===== config.mk =====
export PLATFORM = sky130hd
export DESIGN_NAME = alu_sequencer
export DESIGN_NICKNAME = d
export VERILOG_FILES = /design/src/rtl/alu_ctrl_pkg.sv /design/src/rtl/instr_field_decode.sv /design/src/rtl/alu_sequencer.sv
export SDC_FILE = /design/constraint.sdc
export NUM_CORES = 1
export LEC_CHECK = 0
export ABC_AREA = 1
export ABC_CLOCK_PERIOD_IN_PS = 1150
export BUFFER_PORTS_ARGS = -buffer_cell sky130_fd_sc_hd__buf_2
export CAP_MARGIN = 0
export CORE_ASPECT_RATIO = 1.25
export CORE_MARGIN = 2
export CORE_UTILIZATION = 40
export DETAILED_ROUTE_END_ITERATION = 7
export PLACE_DENSITY_LB_ADDON = 0.25
export SLEW_MARGIN = 25
export SYNTH_ARGS = -nofsm -noshare
export SYNTH_HDL_FRONTEND = slang
export SYNTH_SLANG_ARGS = --single-unit

===== constraint.sdc =====
create_clock -name clk -period 1.15 [get_ports clk]
set_input_delay 0.115 -clock clk [delete_from_list [all_inputs] [get_ports clk]]
set_output_delay 0.115 -clock clk [all_outputs]
set_load 0.01 [all_outputs]

===== src/rtl/alu_ctrl_pkg.sv =====
// Shared encodings for the ALU sequencer: FSM states, instruction type codes,
// branch condition codes, special opcodes and instruction field positions.
package alu_ctrl_pkg;

   typedef enum logic [2:0] {
      ST_FETCH     = 3'd0,
      ST_DECODE    = 3'd1,
      ST_EXECUTE   = 3'd2,
      ST_MEMORY    = 3'd3,
      ST_WRITEBACK = 3'd4,
      ST_HALT      = 3'd5
   } state_t;

   localparam logic [1:0] TY_DATA   = 2'b00;
   localparam logic [1:0] TY_MEM    = 2'b01;
   localparam logic [1:0] TY_BRANCH = 2'b10;
   localparam logic [1:0] TY_SYS    = 2'b11;

   localparam logic [3:0] CC_AL = 4'b0000;
   localparam logic [3:0] CC_EQ = 4'b0001;
   localparam logic [3:0] CC_NE = 4'b0010;
   localparam logic [3:0] CC_MI = 4'b0011;
   localparam logic [3:0] CC_PL = 4'b0100;

   localparam logic [3:0] OP_CMP  = 4'b1010;
   localparam logic [3:0] OP_LOAD = 4'b0000;
   localparam logic [3:0] OP_HALT = 4'b1111;

   localparam int TYPE_HI = 31;
   localparam int TYPE_LO = 30;
   localparam int OP_HI   = 29;
   localparam int OP_LO   = 26;
   localparam int IMM_BIT = 25;

   // Only bits [31:25] steer control; the IR keeps just that slice.
   localparam int IR_W = TYPE_HI - IMM_BIT + 1;

endpackage


===== src/rtl/instr_field_decode.sv =====
// Combinational split of the latched instruction fields into control
// qualifiers, plus branch condition evaluation against the latched flags.
module instr_field_decode
   import alu_ctrl_pkg::*;
(
   input  logic [IR_W-1:0] ir,
   input  logic            flag_z,
   input  logic            flag_n,
   output logic [1:0]      itype,
   output logic [3:0]      opcode,
   output logic            imm,
   output logic            is_cmp,
   output logic            is_load,
   output logic            is_halt,
   output logic            cond_true
);

   assign itype   = ir[TYPE_HI-IMM_BIT : TYPE_LO-IMM_BIT];
   assign opcode  = ir[OP_HI-IMM_BIT : OP_LO-IMM_BIT];
   assign imm     = ir[0];
   assign is_cmp  = (itype == TY_DATA) && (opcode == OP_CMP);
   assign is_load = (itype == TY_MEM)  && (opcode == OP_LOAD);
   assign is_halt = (itype == TY_SYS)  && (opcode == OP_HALT);

   always_comb begin
      cond_true = 1'b0;
      case (opcode)
         CC_AL:   cond_true = 1'b1;
         CC_EQ:   cond_true = flag_z;
         CC_NE:   cond_true = ~flag_z;
         CC_MI:   cond_true = flag_n;
         CC_PL:   cond_true = ~flag_n;
         default: cond_true = 1'b0;
      endcase
   end

endmodule


===== src/rtl/alu_sequencer.sv =====
// Multi-cycle control FSM around the ALU: fetch, decode, execute, memory and
// write-back sequencing with latched Z/N flags for conditional branches.
module alu_sequencer
   import alu_ctrl_pkg::*;
(
   input  logic        clk,
   input  logic        reset,
   input  logic [31:0] instr,
   input  logic        mem_ready,
   input  logic        alu_zero,
   input  logic        alu_negative,
   output logic        ir_write,
   output logic        mem_read,
   output logic        mem_write,
   output logic        addr_sel,
   output logic        reg_write,
   output logic        wb_sel,
   output logic        pc_inc,
   output logic        pc_load,
   output logic [3:0]  alu_opcode,
   output logic [1:0]  alu_typecode,
   output logic        alu_is_immediate,
   output logic        flag_z,
   output logic        flag_n,
   output logic        halted,
   output logic [2:0]  state_dbg
);

   state_t          state;
   logic [IR_W-1:0] ir_q;
   logic [1:0]      itype;
   logic [3:0]      opcode;
   logic            imm;
   logic            is_cmp;
   logic            is_load;
   logic            is_halt;
   logic            cond_true;
   logic            unused_instr;

   assign unused_instr = ^instr[IMM_BIT-1:0];

   instr_field_decode u_decode (
      .ir        (ir_q),
      .flag_z    (flag_z),
      .flag_n    (flag_n),
      .itype     (itype),
      .opcode    (opcode),
      .imm       (imm),
      .is_cmp    (is_cmp),
      .is_load   (is_load),
      .is_halt   (is_halt),
      .cond_true (cond_true)
   );

   always_ff @(posedge clk) begin
      if (reset) begin
         state  <= ST_FETCH;
         ir_q   <= '0;
         flag_z <= 1'b0;
         flag_n <= 1'b0;
      end else begin
         case (state)
            ST_FETCH: begin
               if (mem_ready) begin
                  ir_q  <= instr[TYPE_HI:IMM_BIT];
                  state <= ST_DECODE;
               end
            end
            ST_DECODE: state <= is_halt ? ST_HALT : ST_EXECUTE;
            ST_EXECUTE: begin
               case (itype)
                  TY_DATA: begin
                     flag_z <= alu_zero;
                     flag_n <= alu_negative;
                     state  <= is_cmp ? ST_FETCH : ST_WRITEBACK;
                  end
                  TY_MEM:  state <= ST_MEMORY;
                  default: state <= ST_FETCH;
               endcase
            end
            ST_MEMORY: begin
               if (mem_ready) state <= is_load ? ST_WRITEBACK : ST_FETCH;
            end
            ST_WRITEBACK: state <= ST_FETCH;
            ST_HALT:      state <= ST_HALT;
            default:      state <= ST_FETCH;
         endcase
      end
   end

   // Strobes are decoded from state and gated by reset so a held request
   // drops in the very cycle reset is raised.
   always_comb begin
      ir_write         = 1'b0;
      mem_read         = 1'b0;
      mem_write        = 1'b0;
      addr_sel         = 1'b0;
      reg_write        = 1'b0;
      wb_sel           = 1'b0;
      pc_inc           = 1'b0;
      pc_load          = 1'b0;
      alu_opcode       = 4'd0;
      alu_typecode     = 2'd0;
      alu_is_immediate = 1'b0;
      halted           = 1'b0;
      state_dbg        = 3'd0;
      if (!reset) begin
         state_dbg = state;
         if (state inside {ST_DECODE, ST_EXECUTE, ST_MEMORY, ST_WRITEBACK}) begin
            alu_opcode       = opcode;
            alu_typecode     = itype;
            alu_is_immediate = imm;
         end
         case (state)
            ST_FETCH: begin
               mem_read = 1'b1;
               ir_write = mem_ready;
               pc_inc   = mem_ready;
            end
            ST_EXECUTE: pc_load = (itype == TY_BRANCH) && cond_true;
            ST_MEMORY: begin
               addr_sel  = 1'b1;
               mem_read  = is_load;
               mem_write = ~is_load;
            end
            ST_WRITEBACK: begin
               reg_write = 1'b1;
               wb_sel    = is_load;
            end
            ST_HALT: halted = 1'b1;
            default: ;
         endcase
      end
   end

endmodule


==> flow_summary.toml <==
[worst_setup_path]
crit_family = "flip-flops"
path_cells = "nor2_4 -> nand2_4 -> o211ai_4 -> nand3_1 -> inv_1 -> buf_2"
worstPathArrival_ns = 1.34
crit_type = "reg -> out"
rrSetupSlack_ns = -0.14
crit_path_max_incr_delay_ns = 0.39
cp-start-kind = "flop"
cp.required_ns = 1.03
endpoint_kind = "output pin"
crit_fanout = 7
critPathBufInv = 2
critPathSlowestCell = "dfxtp_4"

[floorplanning]
dieWidth_microns = 44.8
io_pins = 58
initial_utilization_pct = 42.0
core_area_sq_um = 1980
fp-row-count = 18
dieHeight_microns = 55.0
dieArea_sq_um = 2470

[final_layout]
area_growth_pct = 66.2
layoutNonFillerInstCount = 206
final_nets = 224
final_area_sq_um = 1390
fillers = 174
utilization_pct = 69.9
diodes = 0
drive_gt1_share_pct = 55.4

[synth]
mappedNetlistArea_sq_um = 833
synth_seq_cells = 12
synth-edff-count = 0
synth_top_area_share_pct = 28.8
syn_nets = 168
synthCells = 131
yosys.area.top_type = "dfxtp_1"
synth.distinct_cells = 25
avgSynthCellArea_sq_um = 6.36
ys_async_sr_fraction_pct = 0
ys_seq_area_share_pct = 28.8
ys_warn_count = 0
yosys-top-cells-area = "dfxtp_1 29%, nand2_1 12%, inv_1 10%"
synth-main-ff-cell = "dfxtp_1"

[power_and_ir_drop]
p_total_mw = 1.54
p_per_area_nw_per_um2 = 1110
ir_drop_mv = 0.801
p_leak_nw = 0.744

[sta]
fin_tns_setup_ns = -4.57
fmax_mhz = 688
worst_clock_skew_ns = 0.00401
min_period_ns = 1.45
worst_pin_slew_ns = 0.284
hold_violations = 0
setup_viol = 26
drv_slew = 0
slew_headroom_pct = 81.0
fin_ws_ns = -0.304
rsz0062_at_grt = "true"
fin_crit_sh_pct = 126
timing.hold.ws_ns = 0.0471

[route]
first_iter_violations = 16
wl_per_cell_microns = 12.1
ant_nets = 0
drt-total-wl_microns = 2490
vias = 1033
drc_errors = 0
drtPass1Iterations = 4
via_per_inst = 5.01

[grt]
gr-usage-all-layers_pct = 19.3
overflow = 0
grtUsageMet3_pct = 2.27
use_met2_pct = 38.4
grt_pass1_wl_microns = 3520
use_met1_pct = 20.2
antenna_found_initial = 0
grt_pass1_vias = 886
busiest_layer = "met2"
grt_max_degree = 13

[hold_path]
hp-class = "in -> reg"

[run_status]
violations = "setup timing"
status = "finished with violations"

[clock_tree]
htree_levels = 1
cts.clk_slew.worst_paths_ns = 0.08
clockRootBuffer = "clkbuf_4"
cts_tree = "done"
numCtsBuffers = 3
clk_path_buf_depth = 2
cts_num_sinks = 12
hold_buffers = 0
clk_latency_ns = 0.28

[placement]
io_buffers = 32
place.gp.congestion = 0.771
dp_slack_ns = -0.116
placed_cell_area_sq_um = 1100
placedCellCount = 192
hpwl_microns = 1650

[flow_run]
cap_violations = 0
worst paths after layout:
check	endpoint	depth (start not counted)	from
max	alu_typecode[0]	6	state[0]$_SDFFE_PP0P_
min	flag_z$_SDFFE_PP0P_	3	alu_zero
max reg2reg	ir_q[6]$_SDFFE_PP0P_	6	state[1]$_SDFFE_PP0P_
min reg2reg	ir_q[0]$_SDFFE_PP0P_	2	ir_q[0]$_SDFFE_PP0P_
what timing repair did:
item / in CTS / in global routing
resized for setup: 26 / 33
pin swaps: 6 / 16
endpoints found under the hold margin: 0 / 0
setup buffers: 4 / 6
endpoints found under the setup margin: 21 / 27
cells in the mapped netlist (2+ instances only):
library cell   n
o21ai_2        2
nor3_1         2
nand2_1       26
inv_2          2
nor2_4         2
a21oi_1        8
dfxtp_1       12
o21ai_0        5
nand3_2        2
nor2_1        22
nand3_1       11
nand4_1        2
inv_1         23
tightest hold or removal path: cells and delay by family:
kind | cells | cell delay [ns]
buffers and inverters | 1 | 0.07
AND/OR/NAND/NOR | 2 | 0.11
cell usage in the layout, fill, tap and decap left out, types with 2 or more instances in the layout:
master / netlist / routed
inv_2: 2 / 6
inv_1: 23 / 16
nand2_4: 0 / 3
nor2_4: 2 / 5
nand2_1: 26 / 21
nand3_1: 11 / 8
dfxtp_2: 0 / 3
nor2_1: 22 / 19
nand3_2: 2 / 4
nand2_2: 1 / 3
o21ai_2: 2 / 3
dfxtp_1: 12 / 5
dfxtp_4: 0 / 4
clkbuf_4: 0 / 3
buf_2: 1 / 30
inv_4: 0 / 3
buf_6: 0 / 10
nand4_1: 2 / 2
o21ai_0: 5 / 2
o21ai_1: 1 / 3
buf_4: 1 / 14
a21oi_1: 8 / 6
nand3_4: 1 / 2
a21oi_2: 1 / 3
area by class of cell:
class | count | area [sq um] | share of cell area (%)
clock buffers | 4 | 36.3 | 2.62
inverters | 25 | 101 | 7.32
multi-input cells | 90 | 576 | 41.6
flip-flops and latches | 12 | 259 | 18.7
well taps | 20 | 25.0 | 1.81
repair buffers | 55 | 388 | 28.0
report_power, final:
group          internal (mW)  switching [mW]  total, mW
combinational          0.316           0.340      0.655
clock                  0.193           0.158      0.350
sequential             0.467          0.0675      0.535
total                  0.976           0.565       1.54
kinds of logic after synthesis:
kind of cell	Yosys count	synth area share, %
simple gates	70	39.6
compound gates	20	16.5
buf+inv	29	15.0
flops	12	28.8
state kept, by name, indices dropped and copies added (netlist names):
signal  count
flag_n      1
state       3
ir_q        7
flag_z      1
per-layer routing:
layer / part of all wire [%] / wire [microns]
met1: 41 / 1010
met2: 54 / 1360
met3: 3.9 / 97
met4: 1.0 / 25
met5: 0 / 0
Note: power is estimated with default switching activity, not from simulation.
